[src/rtl/mem_pkg.sv]
// Shared data-memory types and helpers: store/load byte masks and load extension.
// The data memory read path uses load_extend from here so forwarding matches it bit for bit.
package mem_pkg;

  localparam int DATA_W = 32;

  typedef enum logic [1:0] {
    SZ_BYTE = 2'b00,
    SZ_HALF = 2'b01,
    SZ_WORD = 2'b10
  } mem_size_t;

  typedef struct packed {
    logic [29:0]       waddr;
    logic [1:0]        off;
    logic [1:0]        size;
    logic [DATA_W-1:0] data;
    logic [3:0]        mask;
  } stb_entry_t;

  // Misaligned accesses get an empty mask so they never match anything.
  function automatic logic [3:0] byte_mask(input logic [1:0] size, input logic [1:0] off);
    logic [3:0] m;
    case (size)
      SZ_BYTE: m = 4'b0001 << off;
      SZ_HALF: m = off[0] ? 4'b0000 : (4'b0011 << off);
      SZ_WORD: m = (off == 2'b00) ? 4'b1111 : 4'b0000;
      default: m = 4'b0000;
    endcase
    return m;
  endfunction

  function automatic logic [DATA_W-1:0] load_extend(input logic [DATA_W-1:0] word,
                                                     input logic [1:0]        size,
                                                     input logic [1:0]        off,
                                                     input logic              uns);
    logic [7:0]        b;
    logic [15:0]       h;
    logic [DATA_W-1:0] r;
    b = word[{off, 3'b000} +: 8];
    h = word[{off[1], 4'b0000} +: 16];
    case (size)
      SZ_BYTE: r = uns ? {24'h000000, b} : {{24{b[7]}}, b};
      SZ_HALF: r = off[0] ? {DATA_W{1'b1}} : (uns ? {16'h0000, h} : {{16{h[15]}}, h});
      SZ_WORD: r = (off == 2'b00) ? word : {DATA_W{1'b1}};
      default: r = {DATA_W{1'b1}};
    endcase
    return r;
  endfunction

endpackage

[src/rtl/stb_fwd_lookup.sv]
// One load port probed against the store buffer: per-byte youngest-match forwarding,
// full-cover hit or partial-overlap conflict.
module stb_fwd_lookup
  import mem_pkg::*;
#(
  parameter int DEPTH = 8,
  parameter int PTR_W = $clog2(DEPTH)
) (
  input  stb_entry_t [DEPTH-1:0] entries,
  input  logic [PTR_W-1:0]       head,
  input  logic [PTR_W:0]         count,
  input  logic                   ld_valid,
  input  logic [31:0]            ld_addr,
  input  logic [1:0]             ld_size,
  input  logic                   ld_unsigned,
  output logic                   fwd_hit,
  output logic [DATA_W-1:0]      fwd_data,
  output logic                   ld_conflict
);

  localparam int CNT_W = PTR_W + 1;

  logic [3:0]        ld_mask_s;
  logic [3:0]        covered_s;
  logic [3:0]        need_s;
  logic [DATA_W-1:0] word_s;

  assign ld_mask_s = byte_mask(ld_size, ld_addr[1:0]);

  // Walk oldest to youngest; a later match overwrites the byte, so the youngest wins.
  always_comb begin
    logic [PTR_W-1:0]  idx_v;
    logic              live_v;
    logic              sel_v;
    logic [DATA_W-1:0] aligned_v;
    covered_s = 4'b0000;
    word_s    = {DATA_W{1'b0}};
    idx_v     = {PTR_W{1'b0}};
    live_v    = 1'b0;
    sel_v     = 1'b0;
    aligned_v = {DATA_W{1'b0}};
    for (int i = 0; i < DEPTH; i++) begin
      idx_v     = head + PTR_W'(i);
      live_v    = (CNT_W'(i) < count) && (entries[idx_v].waddr == ld_addr[31:2]);
      aligned_v = entries[idx_v].data << {entries[idx_v].off, 3'b000};
      for (int b = 0; b < 4; b++) begin
        sel_v            = live_v & entries[idx_v].mask[b];
        covered_s[b]     = covered_s[b] | sel_v;
        word_s[8*b +: 8] = sel_v ? aligned_v[8*b +: 8] : word_s[8*b +: 8];
      end
    end
  end

  assign need_s      = covered_s & ld_mask_s;
  assign fwd_hit     = ld_valid && (ld_mask_s != 4'b0000) && (need_s == ld_mask_s);
  assign ld_conflict = ld_valid && (need_s != 4'b0000) && !fwd_hit;
  assign fwd_data    = fwd_hit ? load_extend(word_s, ld_size, ld_addr[1:0], ld_unsigned)
                               : {DATA_W{1'b1}};

endmodule

[src/rtl/store_commit_buffer.sv]
// Committed-store FIFO: accepts stores from ROB commit, drains oldest-first to data
// memory and forwards buffered bytes to load ports.
module store_commit_buffer
  import mem_pkg::*;
#(
  parameter int DEPTH        = 8,
  parameter int ENQ_WIDTH    = 2,
  parameter int NUM_ST_PORTS = 1,
  parameter int NUM_LD_PORTS = 2,
  parameter int DATA_WIDTH   = DATA_W
) (
  input  logic                                   clk,
  input  logic                                   rst_n,
  input  logic [ENQ_WIDTH-1:0]                   enq_valid,
  input  logic [ENQ_WIDTH-1:0][31:0]             enq_addr,
  input  logic [ENQ_WIDTH-1:0][DATA_WIDTH-1:0]   enq_data,
  input  logic [ENQ_WIDTH-1:0][1:0]              enq_size,
  output logic                                   enq_ready,
  input  logic                                   drain_en,
  output logic [NUM_ST_PORTS-1:0]                mem_write_en,
  output logic [NUM_ST_PORTS-1:0][31:0]          mem_write_addr,
  output logic [NUM_ST_PORTS-1:0][DATA_WIDTH-1:0] mem_write_data,
  output logic [NUM_ST_PORTS-1:0][1:0]           mem_write_size,
  input  logic [NUM_LD_PORTS-1:0]                ld_valid,
  input  logic [NUM_LD_PORTS-1:0][31:0]          ld_addr,
  input  logic [NUM_LD_PORTS-1:0][1:0]           ld_size,
  input  logic [NUM_LD_PORTS-1:0]                ld_unsigned,
  output logic [NUM_LD_PORTS-1:0]                fwd_hit,
  output logic [NUM_LD_PORTS-1:0][DATA_WIDTH-1:0] fwd_data,
  output logic [NUM_LD_PORTS-1:0]                ld_conflict,
  output logic                                   empty,
  output logic [$clog2(DEPTH):0]                 count
);

  localparam int PTR_W = $clog2(DEPTH);
  localparam int CNT_W = PTR_W + 1;

  stb_entry_t [DEPTH-1:0]              entries_r;
  logic [PTR_W-1:0]                    head_r;
  logic [PTR_W-1:0]                    tail_r;
  logic [CNT_W-1:0]                    count_r;
  logic                                enq_ready_r;
  logic                                empty_r;
  logic [CNT_W-1:0]                    enq_cnt_s;
  logic [CNT_W-1:0]                    drain_cnt_s;
  logic [CNT_W-1:0]                    count_next_s;
  logic [ENQ_WIDTH-1:0]                accept_s;
  logic [ENQ_WIDTH-1:0][PTR_W-1:0]     lane_pos_s;

  // Accepted lanes pack into consecutive slots from tail, so a lane-0 gap is absorbed.
  always_comb begin
    enq_cnt_s  = {CNT_W{1'b0}};
    accept_s   = {ENQ_WIDTH{1'b0}};
    lane_pos_s = {(ENQ_WIDTH*PTR_W){1'b0}};
    for (int l = 0; l < ENQ_WIDTH; l++) begin
      accept_s[l]   = enq_valid[l] & enq_ready_r;
      lane_pos_s[l] = tail_r + enq_cnt_s[PTR_W-1:0];
      enq_cnt_s     = enq_cnt_s + CNT_W'(accept_s[l]);
    end
  end

  // Drain ports present head+p whenever that entry is occupied.
  always_comb begin
    logic [PTR_W-1:0] idx_v;
    logic             live_v;
    drain_cnt_s    = {CNT_W{1'b0}};
    mem_write_en   = {NUM_ST_PORTS{1'b0}};
    mem_write_addr = {(NUM_ST_PORTS*32){1'b0}};
    mem_write_data = {(NUM_ST_PORTS*DATA_WIDTH){1'b0}};
    mem_write_size = {(NUM_ST_PORTS*2){1'b0}};
    idx_v          = {PTR_W{1'b0}};
    live_v         = 1'b0;
    for (int p = 0; p < NUM_ST_PORTS; p++) begin
      idx_v             = head_r + PTR_W'(p);
      live_v            = count_r > CNT_W'(p);
      mem_write_en[p]   = drain_en & live_v;
      mem_write_addr[p] = live_v ? {entries_r[idx_v].waddr, entries_r[idx_v].off} : 32'h0000_0000;
      mem_write_data[p] = live_v ? entries_r[idx_v].data : {DATA_WIDTH{1'b0}};
      mem_write_size[p] = live_v ? entries_r[idx_v].size : 2'b00;
      drain_cnt_s       = drain_cnt_s + CNT_W'(mem_write_en[p]);
    end
  end

  assign count_next_s = count_r + enq_cnt_s - drain_cnt_s;

  // Pointer/occupancy state; ready and empty are registered from the next count.
  always_ff @(posedge clk or negedge rst_n) begin
    if (!rst_n) begin
      head_r      <= {PTR_W{1'b0}};
      tail_r      <= {PTR_W{1'b0}};
      count_r     <= {CNT_W{1'b0}};
      enq_ready_r <= 1'b1;
      empty_r     <= 1'b1;
    end else begin
      head_r      <= head_r + drain_cnt_s[PTR_W-1:0];
      tail_r      <= tail_r + enq_cnt_s[PTR_W-1:0];
      count_r     <= count_next_s;
      enq_ready_r <= (CNT_W'(DEPTH) - count_next_s) >= CNT_W'(ENQ_WIDTH);
      empty_r     <= count_next_s == {CNT_W{1'b0}};
    end
  end

  // Entry storage; the mask is fixed at enqueue so lookups never recompute it.
  always_ff @(posedge clk or negedge rst_n) begin
    if (!rst_n) begin
      entries_r <= '0;
    end else begin
      for (int l = 0; l < ENQ_WIDTH; l++) begin
        if (accept_s[l]) begin
          entries_r[lane_pos_s[l]] <= '{waddr: enq_addr[l][31:2],
                                        off:   enq_addr[l][1:0],
                                        size:  enq_size[l],
                                        data:  enq_data[l],
                                        mask:  byte_mask(enq_size[l], enq_addr[l][1:0])};
        end
      end
    end
  end

  for (genvar g = 0; g < NUM_LD_PORTS; g++) begin : g_ld
    stb_fwd_lookup #(.DEPTH(DEPTH)) u_lookup (
      .entries     (entries_r),
      .head        (head_r),
      .count       (count_r),
      .ld_valid    (ld_valid[g]),
      .ld_addr     (ld_addr[g]),
      .ld_size     (ld_size[g]),
      .ld_unsigned (ld_unsigned[g]),
      .fwd_hit     (fwd_hit[g]),
      .fwd_data    (fwd_data[g]),
      .ld_conflict (ld_conflict[g])
    );
  end

  assign enq_ready = enq_ready_r;
  assign empty     = empty_r;
  assign count     = count_r;

endmodule

[config.mk]
export PLATFORM = sky130hd
export DESIGN_NAME = store_commit_buffer
export DESIGN_NICKNAME = d
export VERILOG_FILES = /design/src/rtl/mem_pkg.sv /design/src/rtl/stb_fwd_lookup.sv /design/src/rtl/store_commit_buffer.sv
export SDC_FILE = /design/constraint.sdc
export NUM_CORES = 2
export LEC_CHECK = 0
export ABC_CLOCK_PERIOD_IN_PS = 8600
export CAP_MARGIN = 0
export CORE_UTILIZATION = 30
export CTS_BUF_LIST = sky130_fd_sc_hd__clkbuf_16
export DETAILED_ROUTE_END_ITERATION = 7
export HOLD_SLACK_MARGIN = 0.1
export SYNTH_ARGS = -nofsm -noshare
export SYNTH_HDL_FRONTEND = slang
export SYNTH_SLANG_ARGS = --single-unit
export TNS_END_PERCENT = 10
[constraint.sdc]
create_clock -name clk -period 8.6 [get_ports clk]
set_clock_uncertainty 0.2 [all_clocks]
set_input_delay 1.72 -clock clk [delete_from_list [all_inputs] [get_ports clk]]
set_output_delay 1.72 -clock clk [all_outputs]
set_load 0.01 [all_outputs]
# Yosys cells after proc, flatten, opt, wreduce, memory -nomap -nowiden
# Cells that the tools add are included.
# Widths: inputs -> output; s select.
# op_classes
n_addsub	14
n_lt_le_gt_ge	22
eq_ne	26
shifts	20
n_mux	117
n_bitwise	125
n_reduce_logical	41
# op_table
op	count
$bmux 70 s3	8
$bwmux 560	2
$mux 560	2
$mux 70	10
$mux 8	64
$eq 30x30->1	16
$demux 70 s3	2
$mux 32	12
$shl 32x5->32	8
$pmux 32 s3	2
$and 1x1->1	67
$shiftx 32x6->16	2
$shiftx 32x6->8	2
$or 1x1->1	56
$pmux 4 s3	4
$lt 3x4->1 const B	10
$mux 4	10
$logic_and 1x1->1	26
$logic_not 2->1	8
$lt 3x4->1 const A	4
$reduce_bool 4->1	4
$shl 1x2->4 const A	4
$shl 2x2->4 const A	4
$add 3x3->3 const B	4
20 further kinds	34
# totals
reg_bits	572
input_bits	209
out_inout_bits	141
wordCells	410

# Depth between registers and ports, before layout
# logic_depth
depth_word	18
mapped_depth	33
ltp_nobuf	15

# Cells and area by module
# A second synthesis with hierarchy kept.
# unflattened
hier_cells	11103
area_unflattened_um2	102602.2
# by_module_without_submodules
mod	n_inst	cells_per_inst	area_per_inst_um2	seq_area_each_um2
stb_fwd_lookup	2	4064	35668.0	0.0
store_commit_buffer	1	2975	31266.2	14316.2

# Worst setup path after synthesis
# OpenSTA, ideal clock, no wires.
# synth_path
path_type	reg-to-output
start	reg head_r[0]
end	out fwd_data[5] (netlist name)
arrival_time_ns	6.315
required_time_ns	6.680
path_slack_ns	0.365
stages_incl_launch_ff	29
path_buffers	15
cell_sequence	dfrtp_1 > buf_6 > buf_12 > inv_2 > buf_2 > buf_4 > buf_2 > buf_2 > buf_2 > ha_1 > buf_4 > buf_6 > buf_6 > buf_6 > buf_6 > buf_6 > mux2i_1 > mux4_2 > xnor2_1 > a2111oi_0 > nand4_1 > nor4_1 > buf_2 > nand2_1 > buf_2 > mux2_2 > a31oi_1 > nor2_1 > o41ai_1
# synth_lines
item	line	source
start, declared	store_commit_buffer.sv:39	logic [PTR_W-1:0] head_r;
start signal, assigned	store_commit_buffer.sv:89	head_r <= {PTR_W{1'b0}};
start signal, assigned	store_commit_buffer.sv:95	head_r <= head_r + drain_cnt_s[PTR_W-1:0];
end, declared	store_commit_buffer.sv:29	output logic [NUM_LD_PORTS-1:0][DATA_WIDTH-1:0] fwd_data,

# Final worst setup path
# layout_path
start	reg head_r[1]
end	out ld_conflict[1]
# layout_via
elab_chain_len	18
elab_cells_between_ends	106
classes_between	7 x add/sub; 9 x eq/ne; 16 x mux; 61 x bitwise; 13 x reduce/logical
# layout_lines
item	line	source
$add 3x1->3	stb_fwd_lookup.sv:43	idx_v = head + PTR_W'(i);
$bmux 70 s3	stb_fwd_lookup.sv:44, stb_fwd_lookup.sv:47	
$mux 70 (not written as such)	stb_fwd_lookup.sv:47	sel_v = live_v & entries[idx_v].mask[b];
$eq 30x30->1	stb_fwd_lookup.sv:44	live_v = (CNT_W'(i) < count) && (entries[idx_v].waddr == ld_addr[31:2]);
$logic_and 1x1->1	stb_fwd_lookup.sv:44	
$and 1x1->1	stb_fwd_lookup.sv:47	
$or 1x1->1 (7 in a row)	stb_fwd_lookup.sv:48	covered_s[b] = covered_s[b] | sel_v;
$and 4x4->4 (*)	stb_fwd_lookup.sv:54	assign need_s = covered_s & ld_mask_s;
$eq 4x4->1	stb_fwd_lookup.sv:55	assign fwd_hit = ld_valid && (ld_mask_s != 4'b0000) && (need_s == ld_mask_s);
$logic_and 1x1->1	stb_fwd_lookup.sv:55	
$logic_not 1->1	stb_fwd_lookup.sv:56	assign ld_conflict = ld_valid && (need_s != 4'b0000) && !fwd_hit;
$logic_and 1x1->1 (*)	stb_fwd_lookup.sv:56	
end, declared	store_commit_buffer.sv:30	output logic [NUM_LD_PORTS-1:0] ld_conflict,
# Every way passes the cells marked *; elsewhere a longest branch is shown, timed or not. The select of a mux whose other input is x is not followed.

==> run summary <==
The clock-pin slew on the worst setup and hold paths is 0.06 ns. The average size of a mapped cell came out at 8.48 µm². The number of sinks handled by clock tree synthesis is 572. The cell at the slowest stage of the critical path is sky130_fd_sc_hd__mux2i_1. The actual slew at the worst max-slew pin came out at 1.56 ns.

The max-slew violation count came to 4. The share of Yosys cell area claimed by the top area cell type is 19.8%. The flop-to-flop setup slack is 4.13 ns.

The core region area is 238,000 µm². The number of cells in the design after placement came out at 12,971. The count of pins on the block boundary came out at 350. Counting flops with an async set or reset pin after synthesis yields a share of 100%.

The clock network latency to the later pin of the worst-skew pair came out at 0.72 ns. The cell sitting at the root of the clock tree is a sky130_fd_sc_hd__clkbuf_16. The final setup violation count came out at 60. The overall via count from detail_route is 88,417. The buffer levels on the longest clock path is 3. The post-synth net total came out at 8,717. The via density per instance came out at 6.70. Derived from the worst setup path, the maximum achievable clock frequency is 0.112 GHz.

The class of the worst hold path is reg -> reg. In the synthesized netlist, the cells that appear most often are 1,428 x sky130_fd_sc_hd__nand2_1, 936 x sky130_fd_sc_hd__mux2i_1, 700 x sky130_fd_sc_hd__o21ai_0, 594 x sky130_fd_sc_hd__nor2_1, 570 x sky130_fd_sc_hd__dfrtp_1. In the final routed layout, each cell accounts on average for 46.4 µm. Yosys instantiated no cell more often than sky130_fd_sc_hd__nand2_1.

The number of synthesized flops with an enable pin came out at 0. The type of origin of the critical path is a register. The flow ran to the end, but the final reports show violations.

Summing every instance area after synthesis gives 72,000 µm². In this design, the critical path's most frequently occurring cell is sky130_fd_sc_hd__buf_4. The top fanout value on the critical path is 32. The final count of hold timing violations is 0. The fraction of layout instances using a drive strength above 1 came out at 30.8%. The total routing usage reported by global routing is 48.9%. The number of cells produced by synthesis is 8,489. The number of hold-repair buffers added at the cts stage came out at 0. TritonCTS built the clock tree. The final cell count without fillers is 13,205. The floorplan step set the die height to 492 µm. For this run, the detailed router's first-pass iteration total came to 8. STA classifies the critical path endpoint as an output pin. The final antenna-violating net count came out at 0. Row generation in the floorplan step produced 179 rows. The relative slew slack is -4.78%. The final period utilization came out at 104%.

The number of design rule violations left after detail routing came out at 84. The shortest period the worst path allows came out at 8.95 ns. The initial antenna violation count is 90. The maximum level of the CTS H-tree is 3. The category of cells accounting for the largest share of critical-path delay is buffers and inverters. In this run the horizontal extent of the chip is 492 µm. Global routing finished with a remaining overflow of 0. The worst setup path is of the reg -> out kind. Once detailed placement completed, the half-perimeter wirelength came to 504 mm. Among all flip-flop cells after synthesis, the most frequent one is sky130_fd_sc_hd__dfrtp_1. The routed wire length is 613 mm. The first global-routing pass estimated 785 mm of wire.

The via count of the first global-routing pass is 78,986. The worst path setup slack after routing came out at -0.348 ns. The count of fill cells added during filler insertion is 24,027.

The tool flagged a number of max-cap violations equal to 3. Walking the worst path, the cells encountered are buf_12 > buf_16 > mux2i_1 > xnor2_1 > buf_4 > nor4_1 > buf_4 > o22ai_1 > o21ai_0 > buf_4 > and4_1 > buf_12 > nand3_1 > buf_4 > nand2_2 > a2111oi_4 > o21ai_0 > and4_1 > buf_4 > nand2b_1 > a21oi_1 > clkdlybuf4s50_1. The sequential fraction of the synthesis area is 19.9%.

The worst stage delay on the critical path is 0.86 ns. The buffering stage count on the worst path with inverters included is 9. Ranked by total cell area, the synthesized netlist is headed by sky130_fd_sc_hd__dfrtp_1 20%, sky130_fd_sc_hd__mux4_2 18%, sky130_fd_sc_hd__mux2i_1 13%. The die area came out at 242,000 µm². During placement, the flow inserted port buffers numbering 349.

For the worst setup path, the data required time is 6.68 ns. The worst endpoint data arrival time is 7.03 ns. The area growth from synthesis to layout is 33.5%. The count of state elements after synthesis came out at 572. The number of nets in the final layout came out at 10,171. The final reports fail on design-rule violations, max-capacitance violations, max-slew violations, negative setup slack. Setup repair after global routing could not meet its margin everywhere. The number of clock buffers added by TritonCTS is 74. The effective utilization at floorplan is 30.2%. The congestion estimate from routability-driven global placement came to 1.16. The number of library cell types mapped by synthesis came out at 117.

The number of DRC markers in iteration 0 is 15,359. Entering global routing, the biggest net connects 165 pins. Of all cell types, the one taking the most synthesized area is sky130_fd_sc_hd__dfrtp_1. Yosys printed 0 warnings.
## repair_timing
action | in CTS | in global routing
gates resized for setup | 317 | 194
setup buffers | 30 | 29
gates cloned | 4 | 0
setup endpoints to repair | 68 | 67
pin swaps | 43 | 46
## tightest hold or removal path, cell delays in order, from the launching register on
cell and delay, ns:
sky130_fd_sc_hd__dfrtp_1 0.37, sky130_fd_sc_hd__nand2_1 0.06, sky130_fd_sc_hd__a31oi_1 0.07
## placed cells by master (no fill, tap or decap), types with 83 or more instances in the layout
cell and n:
sky130_fd_sc_hd__inv_1 119, sky130_fd_sc_hd__xnor2_1 313, sky130_fd_sc_hd__and2_1 83, sky130_fd_sc_hd__nand2_1 1420, sky130_fd_sc_hd__mux2i_1 920, sky130_fd_sc_hd__mux4_2 560
sky130_fd_sc_hd__nor2_1 582, sky130_fd_sc_hd__mux2_2 119, sky130_fd_sc_hd__nand3_1 247, sky130_fd_sc_hd__buf_12 185, sky130_fd_sc_hd__a31oi_1 140, sky130_fd_sc_hd__clkdlybuf4s50_1 281
sky130_fd_sc_hd__a21oi_1 314, sky130_fd_sc_hd__nand4_1 91, sky130_fd_sc_hd__buf_4 1650, sky130_fd_sc_hd__o22ai_1 86, sky130_fd_sc_hd__nor3_1 83, sky130_fd_sc_hd__dfrtp_1 567
sky130_fd_sc_hd__o21ai_0 663
## through the flow
stage	utilization [%]	area [µm²]	setup slack, ns	setup TNS (ns)	hold slack [ns]
after detailed placement	38.4	91500	-1.13	-61.92	0.342
after global routing	40.3	96000	-0.242	-6.77	0.381
final	40.3	96100	-0.348	-7.93	0.352
after global placement	38.4	91500	-1.24	-64.75	0.330
after CTS	40.1	95500	-0.211	-2.50	0.351
after floorplan	-	72000	0.365	0	0.306
## cell type report
cell class / count / area, µm² / share of cell area [%]
flip-flops and latches: 572 / 14300 / 14.9
inverters: 129 / 494 / 0.514
repair buffers: 2224 / 20000 / 20.8
diodes: 38 / 95.1 / 0.0989
clock buffers: 74 / 1850 / 1.93
multi-input cells: 6942 / 54800 / 57.0
well taps: 3167 / 3960 / 4.12
clock inverters: 59 / 663 / 0.690
## path summary, 6_finish.rpt
| path | from | endpoint | depth (start not counted) |
|---|---|---|---|
| worst min register to register | entries_r[316]$_DFF_PN0_ | entries_r[316]$_DFF_PN0_ | 2 |
| worst min-delay path | entries_r[316]$_DFF_PN0_ | entries_r[316]$_DFF_PN0_ | 2 |
| worst max register to register | count[2]$_DFF_PN0_ | enq_ready$_DFF_PN1_ | 16 |
| max in group asynchronous | rst_n | entries_r[302]$_DFF_PN0_ | 2 |
| worst max-delay path | head_r[1]$_DFF_PN0_ | ld_conflict[1] | 22 |
| min in group asynchronous | rst_n | entries_r[551]$_DFF_PN0_ | 1 |
## kinds of logic (layout without fill, tap and decap cells)
family          after synthesis  in the layout  synth area share, %
simple gates               2984           2984                 18.9
compound gates             1955           1955                 17.5
mux                        1622           1622                 32.5
buf+inv                     975           2486                 6.40
flops                       572            572                 19.9
xor+xnor                    362            362                 4.45
fa+ha+maj                    19             19                0.351
other cells                   0             38                    0
## routing by layer
metal,GRT usage [%],share of wire (%)
met4,15.2,3.8
met5,0.575,0.069
met3,27.9,18
met1,69.3,43
met2,60.5,36
## flip-flops by register name, indices dropped and copies added (netlist names)
signal	cells
count	4
empty	1
enq_ready	1
entries_r	560
head_r	3
tail_r	3
Power is left out: the tool's default activity adds up to more than one toggle a clock period on the data nets, which glitch-free logic cannot reach.
